File: config.mk
export PLATFORM = sky130hd
export DESIGN_NAME = ps2_flat
export DESIGN_NICKNAME = d
export VERILOG_FILES = /design/src/rtl/ps2_if.sv /design/src/rtl/ps2.sv /design/src/flat_wrapper.sv
export SDC_FILE = /design/constraint.sdc
export NUM_CORES = 1
export LEC_CHECK = 0
export ABC_AREA = 1
export CELL_PAD_IN_SITES_DETAIL_PLACEMENT = 0
export CELL_PAD_IN_SITES_GLOBAL_PLACEMENT = 2
export CORE_ASPECT_RATIO = 0.9
export CORE_MARGIN = 5
export CORE_UTILIZATION = 27
export DETAILED_ROUTE_END_ITERATION = 7
export GPL_TIMING_DRIVEN = 0
export HOLD_SLACK_MARGIN = 0.05
export PLACE_DENSITY = 0.95
export SKIP_LAST_GASP = 1
export SLEW_MARGIN = 20
export SYNTH_ARGS = -nofsm -noshare
export SYNTH_HDL_FRONTEND = slang
export SYNTH_SLANG_ARGS = --single-unit
File: constraint.sdc
create_clock -name Bus2IP_Clk -period 2.6 [get_ports Bus2IP_Clk]
set_input_delay 0.26 -clock Bus2IP_Clk [delete_from_list [all_inputs] [get_ports Bus2IP_Clk]]
set_output_delay 0.26 -clock Bus2IP_Clk [all_outputs]
set_load 0.02 [all_outputs]
File: src/rtl/ps2_if.sv
// Processor-bus IPIF slave port for the PS/2 transceiver: write/read chip
// enables, data in both directions and the acknowledge/error returns.
interface ps2_if;
  logic [31:0] Bus2IP_Data;
  logic [3:0]  Bus2IP_BE;
  logic [1:0]  Bus2IP_RdCE;
  logic [1:0]  Bus2IP_WrCE;
  logic [31:0] IP2Bus_Data;
  logic        IP2Bus_RdAck;
  logic        IP2Bus_WrAck;
  logic        IP2Bus_Error;

  modport master (
    output Bus2IP_Data, Bus2IP_BE, Bus2IP_RdCE, Bus2IP_WrCE,
    input  IP2Bus_Data, IP2Bus_RdAck, IP2Bus_WrAck, IP2Bus_Error
  );

  modport slave (
    input  Bus2IP_Data, Bus2IP_BE, Bus2IP_RdCE, Bus2IP_WrCE,
    output IP2Bus_Data, IP2Bus_RdAck, IP2Bus_WrAck, IP2Bus_Error
  );
endinterface

File: src/rtl/ps2.sv
// PS/2-style serial transceiver: bus-written bytes go out as 11-bit odd-parity
// frames on Dout, frames arriving on Din are deframed into a readable byte.
module ps2 #(
  parameter int BIT_CYCLES = 16
) (
  input  logic        Bus2IP_Clk,
  input  logic        Bus2IP_Resetn,
  ps2_if.slave        bus,
  output logic        IP_Interupt,
  output logic [10:0] bitsReceived,
  output logic [10:0] bitsToSend,
  output logic        Dout,
  input  logic        Din
);

  localparam int CW = $clog2(BIT_CYCLES);
  localparam logic [CW-1:0] BIT_LAST  = CW'(BIT_CYCLES - 1);
  localparam logic [CW-1:0] HALF_LAST = CW'(BIT_CYCLES / 2 - 1);

  typedef enum logic {TX_IDLE, TX_SEND} tx_state_t;
  typedef enum logic [1:0] {RX_IDLE, RX_START, RX_DATA} rx_state_t;

  tx_state_t tx_state, tx_next;
  rx_state_t rx_state, rx_next;

  logic [CW-1:0] tx_cyc, rx_cyc;
  logic [3:0]    tx_bits, rx_bits;
  logic [7:0]    tx_byte, rx_byte;
  logic          rx_valid, frame_error, tx_busy;
  logic          wr_reg1, rd_reg0;
  logic          tx_bit_end, tx_done;
  logic          rx_half, rx_full, rx_stop, frame_ok;
  logic [10:0]   rx_shifted;
  logic [31:0]   rd_data;
  logic          unused_bus;

  assign wr_reg1    = bus.Bus2IP_WrCE[0];
  assign rd_reg0    = bus.Bus2IP_RdCE[1];
  assign tx_busy    = (tx_state == TX_SEND);
  assign tx_bit_end = (tx_cyc == BIT_LAST);
  assign tx_done    = tx_bit_end && (tx_bits == 4'd10);

  assign rx_half    = (rx_cyc == HALF_LAST);
  assign rx_full    = (rx_cyc == BIT_LAST);
  assign rx_stop    = (rx_state == RX_DATA) && rx_full && (rx_bits == 4'd10);
  assign rx_shifted = {Din, bitsReceived[10:1]};
  // Judged on the vector as it will look once the stop bit is shifted in.
  assign frame_ok   = !rx_shifted[0] && rx_shifted[10] && (^rx_shifted[9:1]);

  assign Dout        = tx_busy ? bitsToSend[0] : 1'b1;
  assign IP_Interupt = rx_valid;

  always_ff @(posedge Bus2IP_Clk) begin
    if (Bus2IP_Resetn) begin
      tx_state <= TX_IDLE;
      rx_state <= RX_IDLE;
    end else begin
      tx_state <= tx_next;
      rx_state <= rx_next;
    end
  end

  always_comb begin
    tx_next = tx_state;
    case (tx_state)
      TX_IDLE: if (wr_reg1) tx_next = TX_SEND;
      TX_SEND: if (tx_done) tx_next = TX_IDLE;
      default: tx_next = TX_IDLE;
    endcase
  end

  // A start bit that has gone high again by mid-bit is treated as a glitch.
  always_comb begin
    rx_next = rx_state;
    case (rx_state)
      RX_IDLE:  if (!Din) rx_next = RX_START;
      RX_START: if (rx_half) rx_next = Din ? RX_IDLE : RX_DATA;
      RX_DATA:  if (rx_stop) rx_next = RX_IDLE;
      default:  rx_next = RX_IDLE;
    endcase
  end

  always_ff @(posedge Bus2IP_Clk) begin
    if (Bus2IP_Resetn) begin
      bitsToSend <= 11'h7FF;
      tx_cyc     <= '0;
      tx_bits    <= '0;
      tx_byte    <= '0;
    end else if (tx_state == TX_IDLE) begin
      if (wr_reg1) begin
        bitsToSend <= {1'b1, ~^bus.Bus2IP_Data[7:0], bus.Bus2IP_Data[7:0], 1'b0};
        tx_byte    <= bus.Bus2IP_Data[7:0];
        tx_cyc     <= '0;
        tx_bits    <= '0;
      end
    end else if (tx_bit_end) begin
      bitsToSend <= {1'b1, bitsToSend[10:1]};
      tx_cyc     <= '0;
      tx_bits    <= tx_bits + 4'd1;
    end else begin
      tx_cyc <= tx_cyc + CW'(1);
    end
  end

  // Read-clear comes first so a frame completing in the same cycle wins.
  always_ff @(posedge Bus2IP_Clk) begin
    if (Bus2IP_Resetn) begin
      bitsReceived <= '0;
      rx_cyc       <= '0;
      rx_bits      <= '0;
      rx_byte      <= '0;
      rx_valid     <= 1'b0;
      frame_error  <= 1'b0;
    end else begin
      if (rd_reg0) begin
        rx_valid    <= 1'b0;
        frame_error <= 1'b0;
      end
      case (rx_state)
        RX_START: begin
          if (rx_half) begin
            rx_cyc <= '0;
            if (!Din) begin
              bitsReceived <= rx_shifted;
              rx_bits      <= 4'd1;
            end
          end else begin
            rx_cyc <= rx_cyc + CW'(1);
          end
        end
        RX_DATA: begin
          if (rx_full) begin
            rx_cyc       <= '0;
            bitsReceived <= rx_shifted;
            rx_bits      <= rx_bits + 4'd1;
            if (rx_stop) begin
              if (frame_ok) begin
                rx_byte  <= rx_shifted[8:1];
                rx_valid <= 1'b1;
              end else begin
                frame_error <= 1'b1;
              end
            end
          end else begin
            rx_cyc <= rx_cyc + CW'(1);
          end
        end
        default: begin
          rx_cyc  <= '0;
          rx_bits <= '0;
        end
      endcase
    end
  end

  always_comb begin
    rd_data = '0;
    if (bus.Bus2IP_RdCE[1])
      rd_data = {21'b0, tx_busy, frame_error, rx_valid, rx_byte};
    else if (bus.Bus2IP_RdCE[0])
      rd_data = {23'b0, tx_busy, tx_byte};
  end

  assign bus.IP2Bus_Data  = rd_data;
  assign bus.IP2Bus_RdAck = |bus.Bus2IP_RdCE;
  assign bus.IP2Bus_WrAck = |bus.Bus2IP_WrCE;
  assign bus.IP2Bus_Error = 1'b0;

  assign unused_bus = ^{bus.Bus2IP_BE, bus.Bus2IP_Data[31:8]};

endmodule

File: src/flat_wrapper.sv
// flat-port wrapper written by rule: the top's interface ports become plain ports
module ps2_flat 
#(
  parameter int BIT_CYCLES = 16
)
  (Bus2IP_Clk, Bus2IP_Resetn, IP_Interupt, bitsReceived, bitsToSend, Dout, Din, bus_Bus2IP_Data, bus_Bus2IP_BE, bus_Bus2IP_RdCE, bus_Bus2IP_WrCE, bus_IP2Bus_Data, bus_IP2Bus_RdAck, bus_IP2Bus_WrAck, bus_IP2Bus_Error);
  ps2_if bus_i ();
  input  logic Bus2IP_Clk;
  input  logic Bus2IP_Resetn;
  output logic IP_Interupt;
  output logic [10:0] bitsReceived;
  output logic [10:0] bitsToSend;
  output logic Dout;
  input  logic Din;
  input wire logic [$bits(bus_i.Bus2IP_Data)-1:0] bus_Bus2IP_Data;
  input wire logic [$bits(bus_i.Bus2IP_BE)-1:0] bus_Bus2IP_BE;
  input wire logic [$bits(bus_i.Bus2IP_RdCE)-1:0] bus_Bus2IP_RdCE;
  input wire logic [$bits(bus_i.Bus2IP_WrCE)-1:0] bus_Bus2IP_WrCE;
  output wire logic [$bits(bus_i.IP2Bus_Data)-1:0] bus_IP2Bus_Data;
  output wire logic [$bits(bus_i.IP2Bus_RdAck)-1:0] bus_IP2Bus_RdAck;
  output wire logic [$bits(bus_i.IP2Bus_WrAck)-1:0] bus_IP2Bus_WrAck;
  output wire logic [$bits(bus_i.IP2Bus_Error)-1:0] bus_IP2Bus_Error;
  assign bus_i.Bus2IP_Data = bus_Bus2IP_Data;
  assign bus_i.Bus2IP_BE = bus_Bus2IP_BE;
  assign bus_i.Bus2IP_RdCE = bus_Bus2IP_RdCE;
  assign bus_i.Bus2IP_WrCE = bus_Bus2IP_WrCE;
  assign bus_IP2Bus_Data = bus_i.IP2Bus_Data;
  assign bus_IP2Bus_RdAck = bus_i.IP2Bus_RdAck;
  assign bus_IP2Bus_WrAck = bus_i.IP2Bus_WrAck;
  assign bus_IP2Bus_Error = bus_i.IP2Bus_Error;
  ps2 #(.BIT_CYCLES(BIT_CYCLES)) u_core (.Bus2IP_Clk(Bus2IP_Clk), .Bus2IP_Resetn(Bus2IP_Resetn), .bus(bus_i), .IP_Interupt(IP_Interupt), .bitsReceived(bitsReceived), .bitsToSend(bitsToSend), .Dout(Dout), .Din(Din));
endmodule
* Word level (Yosys, flattened, before mapping) *
Cells that the tools add are included.

operators by class
  eq/ne operators = 13
  bitwise logic cells = 1
  multiplexer cells = 40
  reductions and logical operators = 19
  add/subtract/negate cells = 4

operator list
  cell                 count
  $mux 11              6
  $mux 4               10
  $mux 32              1
  $pmux 11 s2          1
  $add 4x1->4 const B  4
  $eq 4x4->1 const B   4
  $pmux 4 s2           2
  $mux 1               13
  $mux 9               1
  $reduce_xor 9->1     1
  $mux 2               4
  $reduce_and 4->1     2
  $reduce_xnor 8->1    1
  $ne 2x1->1 const B   3
  $ne 2x2->1 const B   3
  $pmux 2 s3           1
  $reduce_and 3->1     2
  $logic_and 1x1->1    5
  $eq 4x3->1 const B   1
  $reduce_and 2->1     2
  $reduce_bool 2->1    2
  $reduce_or 2->1      2
  $eq 2x1->1 const B   1
  $eq 2x2->1 const B   1
  4 further kinds      4

storage, ports and cells
  input bits = 43
  flip-flop bits (word level) = 59
  output and inout bits = 59
  word-level logic and storage cells = 89

* Depth between registers and ports, before layout *
  depth in word-level cells = 7
  mapped depth = 12
  gate-level depth less buffers = 12

* Worst setup path before layout *
OpenSTA, ideal clock, no wires.

  path type = register -> register
  from = register u_core.rx_state[1]
  to = register u_core.bitsReceived[8]
  setup slack = 1095 ps
  data arrival time = 1387 ps
  buffers on the path = 1
  cell stages (with the launch flop) = 9
  library setup time = 118 ps
  period minus slack after synthesis = 1505 ps
  required time = 2482 ps
  cell sequence = dfxtp_1 inv_1 ha_1 inv_1 o211ai_4 a21oi_4 buf_6 o21ai_1 a21oi_2

on the way
  longest elaborated chain between the ends = 3
  elaborated cells on any way between the ends = 8
  classes of those cells = eq/ne (5); mux (1); reduce/logical (2)

ends and longest elaborated chain
  element                                       line        RTL
  start, declared                               ps2.sv:24   rx_state_t rx_state, rx_next;
  start signal, assigned                        ps2.sv:59   rx_state <= rx_next;
  $eq 2x2->1 or $eq 2x1->1 (tied branches)      ps2.sv:119  case (rx_state)
  $ne 2x1->1 (no line) (tied with other cells)  -
  $reduce_and 4->1 (no line)                    -
  end signal, assigned                          ps2.sv:124  bitsReceived <= rx_shifted;
  end signal, assigned                          ps2.sv:134  bitsReceived <= rx_shifted;
  end, declared                                 ps2.sv:10   output logic [10:0] bitsReceived,

Several ways; a longest one is shown, not always the timed one.
A chain may end at the register's enable or synchronous reset.

* Worst setup path in the final report *
  from = input port bus_Bus2IP_RdCE[1]
  to = output port bus_IP2Bus_Data[4]

on the way
  longest elaborated chain between the ends = 1

ends and longest elaborated chain
  element          line                RTL
  start, declared  flat_wrapper.sv:17  input wire logic [$bits(bus_i.Bus2IP_RdCE)-1:0] bus_Bus2IP_RdCE;
  $mux 32          ps2.sv:158          if (bus.Bus2IP_RdCE[1])
  end, declared    flat_wrapper.sv:19  output wire logic [$bits(bus_i.IP2Bus_Data)-1:0] bus_IP2Bus_Data;

No other way between the ends.

==> reports/qor.csv <==
stage,metric,value,unit
critical_path,crit_slowest_cell,clkdlybuf4s50_1,
floorplanning,die_w,123,µm
sta,maxSlewHeadroom,60.9,%
critical_path,crit_fanout,19,
sta,worst_pin_slew,586,ps
critical_path,crit_start,bus_Bus2IP_RdCE[1],
clocking,clock_sinks,58,
critical_path,endpoint_kind,output port,
critical_path,cpLargestDelayFamily,buffers and inverters,
global_route,antenna_found_initial,0,
critical_path,path_buf_inv,3,
pwr,p_leak,1.82,nW
route,drc_errors,0,
critical_path,endpoint,bus_IP2Bus_Data[4],
finish,design_area,0.00421,mm²
route,wirelength,7780,µm
critical_path,r2r_cells,9,
sta,fin_crit,2350,ps
sta,rsz0062_at_grt,no,
route,vias,2819,
floorplanning,rows,37,
synthesis,synth_top_area_share,37.3,%
critical_path,r2r_slack,770,ps
synthesis,yosys.cell_types.count,41,
critical_path,cp.arrival,2090,ps
finish,postLayoutCoreUtil,37.0,%
critical_path,required,2340,ps
floorplanning,initial_utilization,27.4,%
critical_path,critPathKind,input port to output port,
critical_path,r2r-end,u_core.bitsToSend[8]$_SDFFE_PP1P_,
critical_path,path_common_cell,clkdlybuf4s50_1,
finish,drive_above_1_share,16.7,%
sta,tns,0,ps
route,drt-initial-drc-count,163,
hold_path,min_path_type,register to register,
placed_design,post_dp_cell_area,0.00388,mm²
finish,final_common_cell,nand2_1,
sta,hold_violations,0,
clocking,cts_tree,built,
clocking,path_clk_slew,50,ps
synthesis,async_flop_share,0,%
finish,nNetsFinal,550,
critical_path,max_stage_delay,660,ps
synthesis,syn_inst,418,
clocking,cts_root_buf,clkbuf_16,
finish,layout_common_cells,"93 x nand2_1, 58 x dfxtp_1, 48 x clkdlybuf4s50_1, 46 x nor2_1, 36 x inv_1",
pwr,ir_drop,0.000350,V
finish,area_growth_syn_to_layout,35.0,%
placed_design,io_buffers,49,
global_route,grt_pass1_vias,2739,
sta,finalCritPeriodShare,90.4,%
critical_path,cp_cell_sequence,clkdlybuf4s50_1 > clkinv_2 > o21ai_0 > clkdlybuf4s50_1,
placed_design,gp_congestion,0.784,
synthesis,ys_seq_area_share,37.3,%
sta,fin_skew,4.44,ps
critical_path,rr_startpoint,u_core.tx_cyc[0]$_SDFFE_PP0P_,
sta,setup_viol,0,
pwr,powerDensity,935,mW/mm²
finish,diodes,0,
global_route,grt_max_degree,13,
critical_path,path_depth,4,
outcome,outcome,finished clean,
synthesis,synth-edff-count,0,
sta,drv_slew,0,
synthesis,synth_top_cell_by_area,dfxtp_1,
synthesis,ys_top_cells_by_area,"dfxtp_1 37%, nand2_1 11%, buf_4 5.5%",
clocking,clockBufferDepth,2,
floorplanning,pin_count,102,
route,drtPass1Iterations,5,
synthesis,syn_area,0.00312,mm²
clocking,cts_buffers,9,
global_route,grt_pass1_wl,13200,µm
route,wl_per_cell,11.8,µm
route,via_per_inst,4.28,
clocking,clkLatencyLatePin,330,ps
clocking,hold_buffers,0,
floorplanning,dieArea,0.0138,mm²
sta,max_freq,425,MHz
placed_design,hpwl,6010,µm
global_route,grt_overflow_total,0,
clocking,cts_max_level,3,
clocking,cts_setup_buffers,0,
synthesis,synth_area_per_cell,7.46,µm²
job,maxCapViolations,0,
floorplanning,die_h,112,µm
synthesis,synth_warnings,0,
critical_path,start_kind,input port,
synthesis,ys_seq_elements,58,
route,antenna_left,0,
synthesis,synthFlopType,dfxtp_1,
global_route,grtUsageTotal,11.8,%
floorplanning,core_area,0.0114,mm²
pwr,p_total,3.94,mW
[routing by layer]
metal | up-vias | track usage (%) | share of wire (%)
li1 | 1480 | - | -
met1 | 1272 | 15.5 | 47
met2 | 58 | 18.3 | 47
met3 | 9 | 3.76 | 4.8
met4 | 0 | 3.47 | 1.1
met5 | - | 0 | 0
[power by group]
group,leakage [nW],internal (mW),total (mW),switching (mW)
clock network,0.156,0.846,1.28,0.437
logic,1.19,0.576,1.47,0.899
registers,0.473,1.01,1.18,0.167
[cell type report]
| cell class | count | area (µm²) |
|---|---|---|
| fillers | 1203 | 7180 |
| multi-input cells | 301 | 1620 |
| flip-flops and latches | 58 | 1160 |
| repair buffers | 49 | 493 |
| plain buffers | 35 | 241 |
| clock buffers | 9 | 225 |
| well taps | 156 | 195 |
| inverters | 44 | 166 |
| clock inverters | 7 | 103 |
[what timing repair did]
item	CTS	global route
endpoints found under the hold margin	0	0
gates cloned	0	0
resized for setup	1	1
pin swaps	0	0
endpoints found under the setup margin	4	4
[sequential cells by signal, indices dropped and copies added (netlist names), 2 cells and up]
register,flops
u_core.bitsReceived,11
u_core.bitsToSend,10
u_core.rx_byte,8
u_core.tx_byte,8
u_core.rx_bits,4
u_core.rx_cyc,4
u_core.tx_bits,4
u_core.tx_cyc,4
u_core.rx_state,2
[kinds of logic (layout without fill, tap and decap cells)]
kind of cell | after synthesis | count (layout) | synth area share (%)
AND/OR/NAND/NOR | 180 | 180 | 25.3
AO/OA/AOI/OAI | 79 | 79 | 17.6
adder cells (fa/ha/maj) | 9 | 9 | 3.61
flip-flops | 58 | 58 | 37.3
buffers and inverters | 80 | 144 | 13.2
XOR/XNOR | 10 | 10 | 2.81
other | 2 | 23 | 0.241
[worst min path at each step]
| stage | from | end | cells past startpoint |
|---|---|---|---|
| floorplan | bus_Bus2IP_Data[0] | u_core.tx_byte[0]$_SDFFE_PP0P_ | 2 |
| global placement | u_core.rx_cyc[0]$_SDFF_PP0_ | u_core.rx_cyc[0]$_SDFF_PP0_ | 1 |
| detailed placement | u_core.rx_cyc[0]$_SDFF_PP0_ | u_core.rx_cyc[0]$_SDFF_PP0_ | 1 |
| CTS | u_core.rx_cyc[0]$_SDFF_PP0_ | u_core.rx_cyc[0]$_SDFF_PP0_ | 1 |
| global route | u_core.rx_cyc[0]$_SDFF_PP0_ | u_core.rx_cyc[0]$_SDFF_PP0_ | 1 |
| finish | u_core.rx_cyc[0]$_SDFF_PP0_ | u_core.rx_cyc[0]$_SDFF_PP0_ | 1 |
[stage by stage]
stage / cells / hold WS [ps] / worst slack [ps]
CTS: 660 / 449 / 61.4
global route: 659 / 468 / 155
global placement: 644 / 429 / -55.2
finish: 659 / 445 / 248
detailed placement: 644 / 437 / -59.6
floorplan: 439 / 405 / 1090
[synth_stat cells, types with 3 or more instances]
library cell / n
a21oi_1: 24
a21oi_2: 10
buf_4: 23
buf_6: 3
clkbuf_1: 9
dfxtp_1: 58
ha_1: 9
inv_1: 36
inv_2: 6
nand2_1: 93
nand2_2: 5
nand3_1: 21
nor2_1: 46
o211ai_1: 3
o21ai_0: 15
o21ai_1: 7
o21ai_2: 5
o311ai_1: 5
or2_2: 4
xnor2_1: 7
xor2_1: 3
No activity file was read; power rests on OpenSTA's default activity.
